==> src/rtl/mem_stage_lsu_pkg.sv <==
// Shared RV32I definitions used by the MEM-stage load/store unit: access width codes,
// LSU FSM states and the exception cause encoding.
package RV32I_definitions;

  // Bits [1:0] give log2 of the access size in bytes; bit [2] selects zero extension.
  typedef enum logic [2:0] {
    LB  = 3'd0,
    LH  = 3'd1,
    LW  = 3'd2,
    LD  = 3'd3,
    LBU = 3'd4,
    LHU = 3'd5,
    LWU = 3'd6
  } mem_op_e;

  typedef enum logic [1:0] {
    LSU_IDLE   = 2'd0,
    LSU_WAIT_G = 2'd1,
    LSU_WAIT_R = 2'd2
  } lsu_state_e;

  localparam logic [1:0] EXC_NONE           = 2'd0;
  localparam logic [1:0] EXC_LOAD_MISALIGN  = 2'd1;
  localparam logic [1:0] EXC_STORE_MISALIGN = 2'd2;
  localparam logic [1:0] EXC_BUS_ERROR      = 2'd3;

endpackage

==> src/rtl/mem_stage_lsu_if.sv <==
// Request/grant/response data-memory bus between the LSU (master) and memory (slave).
interface mem_stage_lsu_if #(
  parameter int XLEN = 32
);
  localparam int NB = XLEN / 8;

  logic            mem_req;
  logic            mem_we;
  logic [XLEN-1:0] mem_addr;
  logic [NB-1:0]   mem_be;
  logic [XLEN-1:0] mem_wdata;
  logic            mem_gnt;
  logic            mem_rvalid;
  logic [XLEN-1:0] mem_rdata;

  modport master (
    output mem_req, mem_we, mem_addr, mem_be, mem_wdata,
    input  mem_gnt, mem_rvalid, mem_rdata
  );

  modport slave (
    input  mem_req, mem_we, mem_addr, mem_be, mem_wdata,
    output mem_gnt, mem_rvalid, mem_rdata
  );

endinterface

==> src/rtl/mem_stage_lsu_align.sv <==
// Combinational lane logic: store replication and byte enables, load extract and
// sign/zero extension, and the raw misalignment flag for the access size.
module lsu_align
  import RV32I_definitions::*;
#(
  parameter  int XLEN = 32,
  localparam int NB   = XLEN / 8,
  localparam int OFFW = $clog2(NB)
) (
  input  mem_op_e         op,
  input  logic [OFFW-1:0] offset,
  input  logic [XLEN-1:0] st_data,
  input  logic [XLEN-1:0] ld_rdata,
  output logic            misaligned,
  output logic [NB-1:0]   be,
  output logic [XLEN-1:0] wdata,
  output logic [XLEN-1:0] ld_data
);

  logic [1:0]      size;
  logic [OFFW-1:0] mask;
  logic [OFFW-1:0] lane;
  logic [XLEN-1:0] shifted;

  // NOTE: every output of an always_comb gets a value on every path, so no latch is inferred.
  always_comb begin
    // A 32-bit datapath has no doubleword; treat that code as a word access.
    size       = (NB == 4 && op[1:0] == 2'd3) ? 2'd2 : op[1:0];
    mask       = OFFW'((1 << size) - 1);
    misaligned = |(offset & mask);
    lane       = offset & ~mask;
    be         = NB'(((1 << (1 << size)) - 1) << lane);
    shifted    = ld_rdata >> {lane, 3'b000};

    // Replication places the datum in every lane of its size, so the addressed one is covered.
    unique case (size)
      2'd0:    wdata = {NB{st_data[7:0]}};
      2'd1:    wdata = {(NB/2){st_data[15:0]}};
      2'd2:    wdata = {(NB/4){st_data[31:0]}};
      default: wdata = st_data;
    endcase

    unique case (size)
      2'd0:    ld_data = op[2] ? XLEN'(shifted[7:0])  : XLEN'($signed(shifted[7:0]));
      2'd1:    ld_data = op[2] ? XLEN'(shifted[15:0]) : XLEN'($signed(shifted[15:0]));
      2'd2:    ld_data = op[2] ? XLEN'(shifted[31:0]) : XLEN'($signed(shifted[31:0]));
      default: ld_data = shifted;
    endcase
  end

endmodule

==> src/rtl/mem_stage_lsu.sv <==
// MEM pipeline stage load/store unit with grant/response bus, timeout trap and stall.
// Define MEM_STAGE_LSU_MISALIGN_TRAP_EN to trap misaligned accesses instead of forcing alignment.
module mem_stage_lsu
  import RV32I_definitions::*;
#(
  parameter int XLEN    = 32,
  parameter int TIMEOUT = 15
) (
  input  logic            Clk,
  input  logic            Reset_n,
  input  logic            EX_valid,
  input  logic            EX_Mem_wr_en,
  input  logic            EX_Mem_rd_en,
  input  mem_op_e         EX_Mem_op,
  input  logic            EX_MemToReg,
  input  logic            EX_RegFile_wr_en,
  input  logic [XLEN-1:0] EX_ALU_result,
  input  logic [XLEN-1:0] EX_Rs2_data,
  input  logic [4:0]      EX_Rd_addr,
  input  logic            EX_Exception,
  input  logic            ForwardM,
  input  logic [XLEN-1:0] WB_Rd_data,
  mem_stage_lsu_if.master bus,
  output logic            mem_stall,
  output logic            MEM_valid,
  output logic            MEM_MemToReg,
  output logic            MEM_RegFile_wr_en,
  output logic [XLEN-1:0] MEM_ALU_result,
  output logic [XLEN-1:0] MEM_dout,
  output logic [4:0]      MEM_Rd_addr,
  output logic            MEM_Exception,
  output logic [1:0]      MEM_Exc_cause
);

  localparam int NB   = XLEN / 8;
  localparam int OFFW = $clog2(NB);

  lsu_state_e      state, state_nxt;
  logic [7:0]      wait_cnt;
  logic [XLEN-1:0] lat_addr, lat_sdata;
  mem_op_e         lat_op;
  logic            lat_we;

  logic            access, is_idle, timed_out, ld_done;
  mem_op_e         cur_op;
  logic [XLEN-1:0] cur_addr, cur_sdata;
  logic            cur_we;
  logic            misaligned_raw, misaligned;
  logic [1:0]      cause_now;
  logic [NB-1:0]   be;
  logic [XLEN-1:0] wdata, ld_data;

  assign access    = EX_valid & (EX_Mem_wr_en | EX_Mem_rd_en) & ~EX_Exception;
  assign is_idle   = (state == LSU_IDLE);
  assign timed_out = ~is_idle & (wait_cnt == 8'(TIMEOUT - 1));

  // The request is steered from EX while idle and from the captured copy while waiting.
  assign cur_op    = is_idle ? EX_Mem_op : lat_op;
  assign cur_addr  = is_idle ? EX_ALU_result : lat_addr;
  assign cur_sdata = is_idle ? (ForwardM ? WB_Rd_data : EX_Rs2_data) : lat_sdata;
  assign cur_we    = is_idle ? EX_Mem_wr_en : lat_we;

  lsu_align #(.XLEN(XLEN)) u_align (
    .op         (cur_op),
    .offset     (cur_addr[OFFW-1:0]),
    .st_data    (cur_sdata),
    .ld_rdata   (bus.mem_rdata),
    .misaligned (misaligned_raw),
    .be         (be),
    .wdata      (wdata),
    .ld_data    (ld_data)
  );

`ifdef MEM_STAGE_LSU_MISALIGN_TRAP_EN
  assign misaligned = misaligned_raw;
`else
  logic unused_misaligned;
  assign unused_misaligned = misaligned_raw;
  assign misaligned        = 1'b0;
`endif

  always_comb begin
    state_nxt   = state;
    bus.mem_req = 1'b0;
    mem_stall   = 1'b0;
    ld_done     = 1'b0;
    cause_now   = EXC_NONE;
    unique case (state)
      LSU_IDLE: begin
        if (access) begin
          if (misaligned) begin
            cause_now = cur_we ? EXC_STORE_MISALIGN : EXC_LOAD_MISALIGN;
          end else begin
            bus.mem_req = 1'b1;
            if (!bus.mem_gnt) begin
              state_nxt = LSU_WAIT_G;
              mem_stall = 1'b1;
            end else if (!cur_we) begin
              state_nxt = LSU_WAIT_R;
              mem_stall = 1'b1;
            end
          end
        end
      end
      LSU_WAIT_G: begin
        bus.mem_req = 1'b1;
        if (bus.mem_gnt) begin
          state_nxt = cur_we ? LSU_IDLE : LSU_WAIT_R;
          mem_stall = ~cur_we;
        end else if (timed_out) begin
          state_nxt = LSU_IDLE;
          cause_now = EXC_BUS_ERROR;
        end else begin
          mem_stall = 1'b1;
        end
      end
      LSU_WAIT_R: begin
        if (bus.mem_rvalid) begin
          state_nxt = LSU_IDLE;
          ld_done   = 1'b1;
        end else if (timed_out) begin
          state_nxt = LSU_IDLE;
          cause_now = EXC_BUS_ERROR;
        end else begin
          mem_stall = 1'b1;
        end
      end
      default: state_nxt = LSU_IDLE;
    endcase
    if (!Reset_n) bus.mem_req = 1'b0;
  end

  assign bus.mem_we    = bus.mem_req & cur_we;
  assign bus.mem_be    = bus.mem_req ? be : '0;
  assign bus.mem_addr  = {cur_addr[XLEN-1:OFFW], {OFFW{1'b0}}};
  assign bus.mem_wdata = wdata;

  // NOTE: state registers use non-blocking assignments so every flop samples pre-edge values.
  always_ff @(posedge Clk) begin
    if (!Reset_n) begin
      state    <= LSU_IDLE;
      wait_cnt <= '0;
    end else begin
      state <= state_nxt;
      if (is_idle || state_nxt != state) wait_cnt <= '0;
      else                               wait_cnt <= wait_cnt + 8'd1;
    end
  end

  // NOTE: the captured request copy is data only, qualified by the FSM state, so it has no reset.
  always_ff @(posedge Clk) begin
    if (is_idle) begin
      lat_addr  <= EX_ALU_result;
      lat_sdata <= ForwardM ? WB_Rd_data : EX_Rs2_data;
      lat_op    <= EX_Mem_op;
      lat_we    <= EX_Mem_wr_en;
    end
  end

  always_ff @(posedge Clk) begin
    if (!Reset_n) begin
      MEM_valid         <= 1'b0;
      MEM_MemToReg      <= 1'b0;
      MEM_RegFile_wr_en <= 1'b0;
      MEM_ALU_result    <= '0;
      MEM_dout          <= '0;
      MEM_Rd_addr       <= '0;
      MEM_Exception     <= 1'b0;
      MEM_Exc_cause     <= EXC_NONE;
    end else if (mem_stall) begin
      // Bubble: nothing downstream may act on the held fields.
      MEM_valid         <= 1'b0;
      MEM_RegFile_wr_en <= 1'b0;
      MEM_Exception     <= 1'b0;
      MEM_Exc_cause     <= EXC_NONE;
    end else begin
      MEM_valid         <= EX_valid;
      MEM_MemToReg      <= EX_MemToReg;
      MEM_RegFile_wr_en <= EX_RegFile_wr_en & (cause_now == EXC_NONE);
      MEM_ALU_result    <= EX_ALU_result;
      MEM_dout          <= ld_done ? ld_data : '0;
      MEM_Rd_addr       <= EX_Rd_addr;
      MEM_Exception     <= (EX_valid & EX_Exception) | (cause_now != EXC_NONE);
      MEM_Exc_cause     <= cause_now;
    end
  end

  // A response must never accompany the grant of the same request.
  assert property (@(posedge Clk) disable iff (!Reset_n)
    !(bus.mem_req && bus.mem_gnt && bus.mem_rvalid));

endmodule
==> src/flat_wrapper.sv <==
// flat-port wrapper written by rule: the top's interface ports become plain ports
module mem_stage_lsu_flat import RV32I_definitions::*;
#(
  parameter int XLEN    = 32,
  parameter int TIMEOUT = 15
)
  (Clk, Reset_n, EX_valid, EX_Mem_wr_en, EX_Mem_rd_en, EX_Mem_op, EX_MemToReg, EX_RegFile_wr_en, EX_ALU_result, EX_Rs2_data, EX_Rd_addr, EX_Exception, ForwardM, WB_Rd_data, mem_stall, MEM_valid, MEM_MemToReg, MEM_RegFile_wr_en, MEM_ALU_result, MEM_dout, MEM_Rd_addr, MEM_Exception, MEM_Exc_cause, bus_mem_req, bus_mem_we, bus_mem_addr, bus_mem_be, bus_mem_wdata, bus_mem_gnt, bus_mem_rvalid, bus_mem_rdata);
  mem_stage_lsu_if #(.XLEN(XLEN)) bus_i ();
  input  logic Clk;
  input  logic Reset_n;
  input  logic EX_valid;
  input  logic EX_Mem_wr_en;
  input  logic EX_Mem_rd_en;
  input  mem_op_e EX_Mem_op;
  input  logic EX_MemToReg;
  input  logic EX_RegFile_wr_en;
  input  logic [XLEN-1:0] EX_ALU_result;
  input  logic [XLEN-1:0] EX_Rs2_data;
  input  logic [4:0] EX_Rd_addr;
  input  logic EX_Exception;
  input  logic ForwardM;
  input  logic [XLEN-1:0] WB_Rd_data;
  output logic mem_stall;
  output logic MEM_valid;
  output logic MEM_MemToReg;
  output logic MEM_RegFile_wr_en;
  output logic [XLEN-1:0] MEM_ALU_result;
  output logic [XLEN-1:0] MEM_dout;
  output logic [4:0] MEM_Rd_addr;
  output logic MEM_Exception;
  output logic [1:0] MEM_Exc_cause;
  output wire logic [$bits(bus_i.mem_req)-1:0] bus_mem_req;
  output wire logic [$bits(bus_i.mem_we)-1:0] bus_mem_we;
  output wire logic [$bits(bus_i.mem_addr)-1:0] bus_mem_addr;
  output wire logic [$bits(bus_i.mem_be)-1:0] bus_mem_be;
  output wire logic [$bits(bus_i.mem_wdata)-1:0] bus_mem_wdata;
  input wire logic [$bits(bus_i.mem_gnt)-1:0] bus_mem_gnt;
  input wire logic [$bits(bus_i.mem_rvalid)-1:0] bus_mem_rvalid;
  input wire logic [$bits(bus_i.mem_rdata)-1:0] bus_mem_rdata;
  assign bus_mem_req = bus_i.mem_req;
  assign bus_mem_we = bus_i.mem_we;
  assign bus_mem_addr = bus_i.mem_addr;
  assign bus_mem_be = bus_i.mem_be;
  assign bus_mem_wdata = bus_i.mem_wdata;
  assign bus_i.mem_gnt = bus_mem_gnt;
  assign bus_i.mem_rvalid = bus_mem_rvalid;
  assign bus_i.mem_rdata = bus_mem_rdata;
  mem_stage_lsu #(.XLEN(XLEN), .TIMEOUT(TIMEOUT)) u_core (.Clk(Clk), .Reset_n(Reset_n), .EX_valid(EX_valid), .EX_Mem_wr_en(EX_Mem_wr_en), .EX_Mem_rd_en(EX_Mem_rd_en), .EX_Mem_op(EX_Mem_op), .EX_MemToReg(EX_MemToReg), .EX_RegFile_wr_en(EX_RegFile_wr_en), .EX_ALU_result(EX_ALU_result), .EX_Rs2_data(EX_Rs2_data), .EX_Rd_addr(EX_Rd_addr), .EX_Exception(EX_Exception), .ForwardM(ForwardM), .WB_Rd_data(WB_Rd_data), .bus(bus_i), .mem_stall(mem_stall), .MEM_valid(MEM_valid), .MEM_MemToReg(MEM_MemToReg), .MEM_RegFile_wr_en(MEM_RegFile_wr_en), .MEM_ALU_result(MEM_ALU_result), .MEM_dout(MEM_dout), .MEM_Rd_addr(MEM_Rd_addr), .MEM_Exception(MEM_Exception), .MEM_Exc_cause(MEM_Exc_cause));
endmodule
==> config.mk <==
export PLATFORM = sky130hd
export DESIGN_NAME = mem_stage_lsu_flat
export DESIGN_NICKNAME = d
export VERILOG_FILES = /design/src/rtl/mem_stage_lsu_pkg.sv /design/src/rtl/mem_stage_lsu_if.sv /design/src/rtl/mem_stage_lsu_align.sv /design/src/rtl/mem_stage_lsu.sv /design/src/flat_wrapper.sv
export SDC_FILE = /design/constraint.sdc
export NUM_CORES = 1
export LEC_CHECK = 0
export ABC_AREA = 1
export CORE_MARGIN = 8
export CORE_UTILIZATION = 35
export CTS_CLUSTER_SIZE = 28
export DETAILED_ROUTE_END_ITERATION = 7
export HOLD_SLACK_MARGIN = 0.05
export PLACE_DENSITY_LB_ADDON = 0.08
export SKIP_CTS_REPAIR_TIMING = 1
export SLEW_MARGIN = 0
export SYNTH_ARGS = -nofsm -noshare
export SYNTH_HDL_FRONTEND = slang
export SYNTH_SLANG_ARGS = --single-unit
==> constraint.sdc <==
create_clock -name Clk -period 3.07 [get_ports Clk]
set_input_delay 0.614 -clock Clk [delete_from_list [all_inputs] [get_ports Clk]]
set_output_delay 0.614 -clock Clk [all_outputs]
set_load 0.1 [all_outputs]
==> Flow_metrics.wiki, run 1 <==
{| class="wikitable"
! Metric !! Value
|-
| Final Wtd Congestion || 0.879
|-
| Final count of pins violating max slew || 0
|-
| DP Cell Count || 1,553
|-
| FMAX || 339 MHz
|-
| Flip-flop and latch count after synthesis || 152
|-
| Classification of the worst setup path || flop to primary output
|-
| CTS Buf Count || 17
|-
| Total wire length after detailed routing || 27,000 µm
|-
| Length of the first detailed-routing pass in iterations || 7
|-
| Number of nets in the layout || 1,469
|-
| Largest buffer count on any clock path || 2
|-
| Synth top area cells || sky130_fd_sc_hd__dfxtp_1 42%, sky130_fd_sc_hd__nand2_1 14%, sky130_fd_sc_hd__nor2_1 10%, sky130_fd_sc_hd__o21ai_0 8.6%, sky130_fd_sc_hd__buf_4 4.3%
|-
| HPWL after detailed placement || 20,100 µm
|-
| Maximum vdd drop || 0.405 mV
|-
| GRT Max-Usage Layer || met2
|-
| Fin cells || 1,601
|-
| Number of buffers added on ports || 290
|-
| Total negative setup slack || 0 ns
|-
| Cell at the slowest stage of the critical path || sky130_fd_sc_hd__dfxtp_4
|-
| Via count || 7,389
|-
| Top cell type by total area after synthesis || sky130_fd_sc_hd__dfxtp_1
|-
| Number of setup violations in the final report || 0
|-
| Via density per instance || 4.62
|-
| Core occupancy in the finished layout || 0.577
|-
| Remaining global-route overflow || 0
|-
| Skew-Pair Late Insertion Delay || 0.43 ns
|-
| Most frequent cell after synthesis || sky130_fd_sc_hd__nand2_1
|-
| Count of yosys warnings during synthesis || 0
|-
| Cell row count || 52
|-
| Via count of the first global-routing pass || 6,924
|-
| Number of distinct library cells after synthesis || 37
|-
| Routed Antenna Nets || 0
|-
| Maximum fanout along the worst path || 36
|-
| CTS clk-pin slew, worst paths || 0.07 ns
|-
| Worst Setup Slack post-DPL || 0.0638 ns
|-
| Number of antenna violations at the first check in global routing || 1
|-
| Slowest stage delay, CP || 0.37 ns
|-
| GR Util met1 || 0.252
|-
| Average cell area after synthesis || 6.88 µm²
|-
| Maximum number of pins on one net before global-route repair || 70
|-
| Die boundary height || 160 µm
|-
| Outcome || complete, no violations
|-
| Ranking of synthesized cells by instance count || 264 x sky130_fd_sc_hd__nand2_1, 199 x sky130_fd_sc_hd__nor2_1, 152 x sky130_fd_sc_hd__dfxtp_1, 125 x sky130_fd_sc_hd__o21ai_0, 74 x sky130_fd_sc_hd__inv_1
|-
| PwrDens || 779 mW/mm²
|-
| Clock tree from TritonCTS || yes
|-
| Fraction of post-synthesis cell area in the top cell type by area || 0.419
|-
| Chip Width || 160 µm
|-
| Worst setup EP type || primary output
|-
| Setup crit start kind || flop
|-
| Combined buffer and inverter count along the critical path || 3
|-
| Wire length of the first global-routing pass || 40,800 µm
|-
| Initial DRC count || 307
|-
| Clock period minus worst slack || 2.95 ns
|-
| Global Route met3 Usage || 0.0596
|-
| Number of levels in the clock H-tree || 4
|-
| Final setup skew || 0.0131 ns
|-
| Number of synthesized flops with an enable pin || 0
|-
| GR Util All Layers || 0.201
|-
| CTS Sinks || 152
|-
| Reported leakage power || 5.29 nW
|-
| Fill cells || 1,898
|-
| Clk Tree Root Cell || sky130_fd_sc_hd__clkbuf_16
|-
| Class of the tightest hold or removal check || flop to flop
|-
| Post-synthesis to final-layout area growth || 61.4%
|-
| Number of instances in the synthesized netlist || 1,054
|-
| GR met2 Demand/Resource || 0.327
|-
| Largest delay contributor family on the critical path || compound AO/OA/AOI/OAI gates
|-
| Sequential share of the synthesized area || 0.419
|-
| Commonest register cell after synthesis || sky130_fd_sc_hd__dfxtp_1
|-
| Final cycle utilization of the critical path || 0.961
|-
| Hold Vio Cnt, Final || 0
|-
| Detail-routed net length per standard cell || 16.8 µm
|-
| Async set-or-reset flop fraction in the synthesized netlist || 0
|-
| Summed instance area of the synthesized netlist || 0.00725 mm²
|-
| WP data required || 2.46 ns
|-
| Data arrival time of the critical path || 2.34 ns
|-
| Layout cell share with drive strength beyond 1 || 0.231
|-
| Critical path cell sequence || inv_4, ha_4, buf_12, o21ai_0, o21ai_0, nand2_1, o211ai_1, buf_12
|-
| Starting density of the core || 0.357
|-
| Final Power || 9.11 mW
|-
| Max Cap Violations || 0
|-
| IO Pins || 293
|-
| Final worst-path setup slack || 0.119 ns
|-
| Floorplan Core Area || 0.0203 mm²
|-
| Remaining routing DRC violations || 0
|-
| Die Area || 0.0256 mm²
|}
-- cell type report --
type / instances / area, µm² / area share
Inverter: 82 / 355 / 0.0304
Tap cell: 270 / 338 / 0.0289
Timing Repair inverter: 2 / 27.5 / 0.00235
Antenna cell: 2 / 5.00 / 0.000428
Timing Repair Buffer: 334 / 3860 / 0.330
Sequential cell: 152 / 3050 / 0.261
Clock inverter: 14 / 154 / 0.0131
Clock buffer: 18 / 439 / 0.0375
Multi-Input combinational cell: 727 / 3470 / 0.297
-- kinds of logic (layout without fill, tap and decap cells) --
kind of cell / after synthesis / after routing / share of synthesized area
flops: 152 / 152 / 0.419
compound gates: 179 / 179 / 0.135
xor+xnor: 6 / 6 / 0.00724
other cells: 1 / 4 / 0.000517
fa+ha+maj: 6 / 6 / 0.0103
buf+inv: 176 / 450 / 0.125
simple gates: 534 / 534 / 0.303
-- per-layer routing --
metal / up-vias / routed length, µm
li1: 3800 / -
met1: 3362 / 11800
met2: 206 / 13000
met3: 21 / 1620
met4: 0 / 464
met5: - / 0
-- per-stage QoR --
stage / area (µm²) / hold WS (ns)
2_1_floorplan: 7360 / 0.417
3_3_place_gp: 10800 / 0.438
3_5_place_dp: 10800 / 0.438
4_1_cts: 11400 / 0.450
5_1_grt: 11700 / 0.477
6_report: 11700 / 0.450
-- final timing paths --
| check | slack (ns) | start | cells past startpoint | endpoint |
|---|---|---|---|---|
| max | 0.12 | u_core.state[1] | 8 | bus_mem_wdata[28] |
| min | 0.45 | u_core.lat_sdata[11] | 2 | u_core.lat_sdata[11] |
| max reg2reg | 0.42 | u_core.state[1] | 14 | u_core.MEM_dout[31] |
| min reg2reg | 0.45 | u_core.lat_sdata[11] | 2 | u_core.lat_sdata[11] |
-- worst reg2reg max path: cells and delay by family, from the launching register on --
| kind | cells | cell delay (ns) |
|---|---|---|
| buffers and inverters | 4 | 0.74 |
| and+or+nand+nor | 8 | 1.08 |
| DFF | 1 | 0.39 |
| AOI/OAI and AO/OA | 1 | 0.13 |
| adders and majority gates | 1 | 0.24 |
-- where the power goes --
part | switching, mW | internal [mW]
registers | 0.0829 | 2.23
clock network | 0.942 | 1.18
logic | 3.21 | 1.47
-- cell usage in the layout (no fill, tap or decap), drive strengths merged, types with 2 or more instances in the layout --
master and instances:
inv 85, clkinv 8, ha 6, conb 2, xor2 5, a21oi 33
nand2 289, nor3 2, clkdlybuf4s50 145, clkbuf 21, clkinvlp 4, o21ai 134
diode 2, nand3 40, nor2 201, buf 185, dfxtp 152, o211ai 9
-- sequential cells by signal (all words and copies together), names as in the netlist --
signal	cells
u_core.lat_op	3
u_core.MEM_MemToReg	1
u_core.wait_cnt	8
u_core.lat_we	1
u_core.MEM_RegFile_wr_en	1
u_core.MEM_Exc_cause	1
u_core.MEM_Rd_addr	5
u_core.MEM_Exception	1
u_core.lat_sdata	32
u_core.lat_addr	32
u_core.MEM_valid	1
u_core.MEM_ALU_result	32
u_core.state	2
u_core.MEM_dout	32
(Power assumes the default switching activity.)
==> run 2: changes to the inputs <==
SKIP_CTS_REPAIR_TIMING = unset   (was 1)
==> run 2 against run 1 <==
Net effect:
- worst setup slack got worse by 0.047 ns
- final cell count decreased by 0.12%
- die area stayed put
- first-iteration DRC count is 21% higher
==> Flow_metrics.wiki, run 2 (synthesis gave the netlist of run 1 again) <==
{| class="wikitable"
! Metric !! Value
|-
| Die boundary height || 160 µm
|-
| Final count of pins violating max slew || 0
|-
| Die Area || 0.0256 mm²
|-
| Data arrival time of the critical path || 2.38 ns
|-
| Core occupancy in the finished layout || 0.575
|-
| Wire length of the first global-routing pass || 40,800 µm
|-
| Final setup skew || 0.0126 ns
|-
| GR Util All Layers || 0.201
|-
| Maximum vdd drop || 0.404 mV
|-
| Initial DRC count || 373
|-
| Slowest stage delay, CP || 0.37 ns
|-
| Detail-routed net length per standard cell || 16.9 µm
|-
| Post-route design area || 0.0117 mm²
|-
| Worst Setup Slack post-DPL || 0.0638 ns
|-
| Number of antenna violations at the first check in global routing || 1
|-
| Clk network pwr share || 0.233
|-
| Switch share || 0.465
|-
| Sequential share of power || 0.253
|-
| Part of the power in combinational logic || 0.513
|-
| Skew-Pair Late Insertion Delay || 0.42 ns
|-
| Total negative setup slack || 0 ns
|-
| Design internal power || 4.87 mW
|-
| IO Pins || 293
|-
| Length of the first detailed-routing pass in iterations || 5
|-
| FMAX || 334 MHz
|-
| CTS clk-pin slew, worst paths || 0.07 ns
|-
| Routed Antenna Nets || 0
|-
| Class of the tightest hold or removal check || flop to flop
|-
| Hold_buf cts || 0
|-
| CTS Sinks || 152
|-
| Layout cell share with drive strength beyond 1 || 0.226
|-
| Outcome || complete, no violations
|-
| Via count of the first global-routing pass || 6,937
|-
| Remaining routing DRC violations || 0
|-
| Total wire length after detailed routing || 27,000 µm
|-
| Clk Tree Root Cell || sky130_fd_sc_hd__clkbuf_16
|-
| Via count || 7,383
|-
| Number of setup violations in the final report || 0
|-
| Number of nets in the layout || 1,467
|-
| Floorplan Core Area || 0.0203 mm²
|-
| Setup crit start kind || flop
|-
| Chip Width || 160 µm
|-
| Classification of the worst setup path || flop to primary output
|-
| Via density per instance || 4.62
|-
| Total cell area at the placement stage || 0.0108 mm²
|-
| Cell at the slowest stage of the critical path || sky130_fd_sc_hd__dfxtp_4
|-
| Hold Vio Cnt, Final || 0
|-
| Final Wtd Congestion || 0.879
|-
| Max Cap Violations || 0
|-
| Commonest cells after routing, fill and taps aside || 261 x sky130_fd_sc_hd__nand2_1, 197 x sky130_fd_sc_hd__nor2_1, 150 x sky130_fd_sc_hd__dfxtp_1
|-
| Starting density of the core || 0.357
|-
| Number of buffers added on ports || 290
|-
| Number of levels in the clock H-tree || 4
|-
| WP data required || 2.46 ns
|-
| Worst setup EP type || primary output
|-
| PwrDens || 780 mW/mm²
|-
| Reported leakage power || 5.29 nW
|-
| Largest buffer count on any clock path || 2
|-
| Clock period minus worst slack || 3.00 ns
|-
| Commonest non-fill, non-tap cell in the layout || sky130_fd_sc_hd__nand2_1
|-
| Maximum number of pins on one net before global-route repair || 70
|-
| Post-synthesis to final-layout area growth || 61.0%
|-
| CTS Buf Count || 17
|-
| Final worst-path setup slack || 0.0724 ns
|-
| P_sw || 4.24 mW
|-
| Final cycle utilization of the critical path || 0.976
|-
| Critical path cell sequence || inv_4, ha_4, buf_12, o21ai_0, o21ai_0, nand2_1, o21ai_2, buf_12
|-
| Remaining global-route overflow || 0
|-
| HPWL after detailed placement || 20,100 µm
|-
| Maximum fanout along the worst path || 36
|-
| Cell row count || 52
|-
| Final Power || 9.11 mW
|-
| Clock tree from TritonCTS || yes
|}
## run 2: what timing repair did
action / 4_1_cts / 5_1_grt
pin swaps: 0 / 7
resized for setup: 9 / 34
setup buffers: 0 / 9
endpoints found under the setup margin: 19 / 29
endpoints found under the hold margin: 0 / 0
gates cloned: 0 / 3
## run 2: worst paths after layout
check / startpoint / endpoint / slack [ns] / cells past startpoint
worst max-delay path: u_core.state[0] / bus_mem_wdata[17] / 0.07 / 8
worst min-delay path: u_core.lat_sdata[10] / u_core.lat_sdata[10] / 0.45 / 2
worst max register to register: u_core.state[0] / u_core.MEM_dout[31] / 0.40 / 14
worst min register to register: u_core.lat_sdata[10] / u_core.lat_sdata[10] / 0.45 / 2
## run 2: stage by stage
stage,hold slack (ns),cells
floorplan,0.417,1055
detailed placement,0.438,1553
global placement,0.438,1553
finish,0.450,1599
CTS,0.450,1585
global route,0.477,1598
## run 2: critical path: cells and delay by family (launching register included)
family                   cells  cell delay [ns]
AO/OA/AOI/OAI                3             0.60
adder cells (fa/ha/maj)      1             0.30
buffers and inverters        3             0.52
flip-flops                   1             0.37
AND/OR/NAND/NOR              1             0.15
## run 2: power by group through the flow
stage / registers, mW / logic [mW] / clock network [mW]
6_report: 2.31 / 4.68 / 2.12
5_1_grt: 2.33 / 4.89 / 2.26
4_1_cts: 2.31 / 4.58 / 2.17
3_5_place_dp: 2.35 / 4.55 / 0
3_3_place_gp: 2.34 / 4.54 / 0
2_1_floorplan: 2.87 / 2.54 / 0
## run 2: layout make-up
class                      count  area, µm²
antenna                        2       5.00
clock buffer                  18        439
timing repair inverter         2       27.5
inverter                      82        348
clock inverter                14        154
tap                          270        338
multi-input combinational    727       3470
fill                        1906       8620
timing repair buffer         332       3850
sequential                   152       3050
## run 2: layer usage
layer,routed length [µm],GRT usage,vias up
li1,-,-,3799
met1,11600,0.252,3322
met2,13000,0.327,239
met3,1860,0.0596,23
met4,527,0.0641,0
met5,0,0,-
==> run 3: changes to the inputs <==
clock period = 3.68 ns   (was 3.07 ns; I/O delays follow)
==> run 3 against run 2 <==
Net effect:
- hold slack lost 0.0028 ns
- wire length shrank 3.0%
- power shrank 21%
- sequential power shrank 17%
- critical path type unchanged
- critical endpoint is now bus_mem_wdata[30]
==> Flow_metrics.wiki, run 3 (synthesis gave the netlist of run 1 again) <==
{| class="wikitable"
! Metric !! Value
|-
| Most repeated library cell on the critical path || sky130_fd_sc_hd__o21ai_0
|-
| Outcome || complete, no violations
|-
| Final count of pins violating max slew || 0
|-
| Area of combinational cells with multiple inputs || 0.00332 mm²
|-
| PwrDens || 655 mW/mm²
|-
| Global Route met3 Usage || 0.0612
|-
| GR Util met1 || 0.251
|-
| GR met2 Demand/Resource || 0.327
|-
| Clock period minus worst slack || 3.42 ns
|-
| Layout cell share with drive strength beyond 1 || 0.136
|-
| CTS Buf Count || 17
|-
| Slew at the pin closest to its max-slew limit || 1.05 ns
|-
| Die boundary height || 160 µm
|-
| DP Cell Count || 1,543
|-
| Final setup skew || 0.0109 ns
|-
| Floorplan Core Area || 0.0203 mm²
|-
| Worst setup EP type || primary output
|-
| Commonest cells after routing, fill and taps aside || 264 x sky130_fd_sc_hd__nand2_1, 221 x sky130_fd_sc_hd__clkdlybuf4s50_1, 197 x sky130_fd_sc_hd__nor2_1
|-
| Via density per instance || 4.65
|-
| Max Cap Violations || 0
|-
| Cell at the slowest stage of the critical path || sky130_fd_sc_hd__buf_4
|-
| Worst Setup Slack post-DPL || 0.248 ns
|-
| Reported leakage power || 4.81 nW
|-
| Number of antenna violations at the first check in global routing || 3
|-
| Cells on Worst Hold Path || 2
|-
| Fill cells || 2,047
|-
| Starting density of the core || 0.357
|-
| Die Area || 0.0256 mm²
|-
| Via count || 7,332
|-
| FF/Latch Area || 0.00305 mm²
|-
| Via count of the first global-routing pass || 6,962
|-
| Reg-to-Reg Start || u_core.state[0]
|-
| Initial DRC count || 429
|-
| Length of the first detailed-routing pass in iterations || 5
|-
| Fin cells || 1,577
|-
| Clock tree from TritonCTS || yes
|-
| Number of setup violations in the final report || 0
|-
| Total wire length after detailed routing || 26,200 µm
|-
| Routed Antenna Nets || 0
|-
| Commonest non-fill, non-tap cell in the layout || sky130_fd_sc_hd__nand2_1
|-
| Unrepaired setup endpoints after global routing || no
|-
| Origin of the worst setup path || u_core.state[1]
|-
| Skew-Pair Late Insertion Delay || 0.42 ns
|-
| Remaining global-route overflow || 0
|-
| Final worst-path setup slack || 0.262 ns
|-
| Classification of the worst setup path || flop to primary output
|-
| Core occupancy in the finished layout || 0.542
|-
| Combined buffer and inverter count along the critical path || 3
|-
| Wire length of the first global-routing pass || 40,800 µm
|-
| Final Power || 7.21 mW
|-
| Hold Vio Cnt, Final || 0
|-
| Crit. path cell count || 8
|-
| Final Wtd Congestion || 0.820
|-
| Number of buffers added on ports || 290
|-
| Class of the tightest hold or removal check || flop to flop
|-
| HPWL after detailed placement || 19,600 µm
|-
| Hold Crit Start || u_core.lat_addr[8]
|-
| IO Pins || 293
|-
| Detail-routed net length per standard cell || 16.6 µm
|-
| Number of nets in the layout || 1,445
|-
| Cell row count || 52
|-
| Logic depth of the worst register-to-register path || 12
|-
| FMAX || 293 MHz
|-
| Worst slew margin relative to its limit || 0.300
|-
| GR Util All Layers || 0.201
|-
| Clk Tree Root Cell || sky130_fd_sc_hd__clkbuf_16
|-
| CTS Sinks || 152
|-
| Largest delay contributor family on the critical path || buffers and inverters
|-
| Data arrival time of the critical path || 2.68 ns
|-
| Maximum number of pins on one net before global-route repair || 70
|-
| Largest buffer count on any clock path || 2
|-
| Slowest stage delay, CP || 0.40 ns
|-
| GRT Max-Usage Layer || met2
|-
| Maximum vdd drop || 0.303 mV
|-
| Setup crit start kind || flop
|-
| Final cycle utilization of the critical path || 0.929
|-
| Chip Width || 160 µm
|-
| Remaining routing DRC violations || 0
|-
| WP data required || 2.94 ns
|-
| Post-synthesis to final-layout area growth || 51.6%
|-
| Critical path cell sequence || inv_1, ha_2, buf_4, o21ai_0, o21ai_0, a31oi_1, nand2_1, buf_12
|-
| CTS clk-pin slew, worst paths || 0.07 ns
|-
| Maximum fanout along the worst path || 40
|-
| Number of levels in the clock H-tree || 4
|}
run 3: changes by cell type in the layout (fill, tap and decap cells not counted), moves of 5 or more:
cell and change:
sky130_fd_sc_hd__clkdlybuf4s50_1 +76, sky130_fd_sc_hd__o21ai_2 -12, sky130_fd_sc_hd__buf_4 -55, sky130_fd_sc_hd__o21ai_1 -9, sky130_fd_sc_hd__inv_1 +5, sky130_fd_sc_hd__buf_12 -36, sky130_fd_sc_hd__o21ai_0 +24
run 3: repair_timing:
action,in CTS,in global routing
hold buffers,0,0
buffers inserted,0,0
setup endpoints to repair,0,8
gates resized for setup,0,3
run 3: metal layers:
layer  up-vias  routed length [µm]
met1      3335               11300
li1       3748                   -
met2       224               12600
met5         -                  13
met4         2                 349
met3        23                1880
run 3: final cells by class:
class	count	area share
repair buffers	312	0.308
multi-input cells	727	0.302
flip-flops and latches	152	0.277
clock buffers	19	0.0403
well taps	270	0.0307
inverters	82	0.0288
clock inverters	13	0.0125
diodes	2	0.000455
run 3: per-stage QoR:
step                setup TNS [ns]  area (µm²)  hold WS (ns)
finish                           0       11000         0.447
floorplan                    -4.84        7280         0.417
CTS                              0       11000         0.450
global route                     0       11000         0.463
detailed placement               0       10400         0.433
global placement                 0       10400         0.427
run 3: path summary, 6_finish.rpt:
path,slack (ns),endpoint
setup / recovery,0.26,bus_mem_wdata[30]
hold / removal,0.45,u_core.lat_addr[8]
setup reg to reg,0.93,u_core.MEM_dout[7]
hold reg to reg,0.45,u_core.lat_addr[8]
run 3: worst min-delay path: stages (launching register included):
cell	delay, ns
sky130_fd_sc_hd__dfxtp_1	0.31
sky130_fd_sc_hd__nand2_1	0.05
sky130_fd_sc_hd__nand2_1	0.06
run 3: where the power goes:
part           switching (mW)  leakage, nW  internal [mW]
sequential             0.0644         1.26           1.86
clock                   0.765        0.279          0.970
combinational            2.57         3.27          0.980
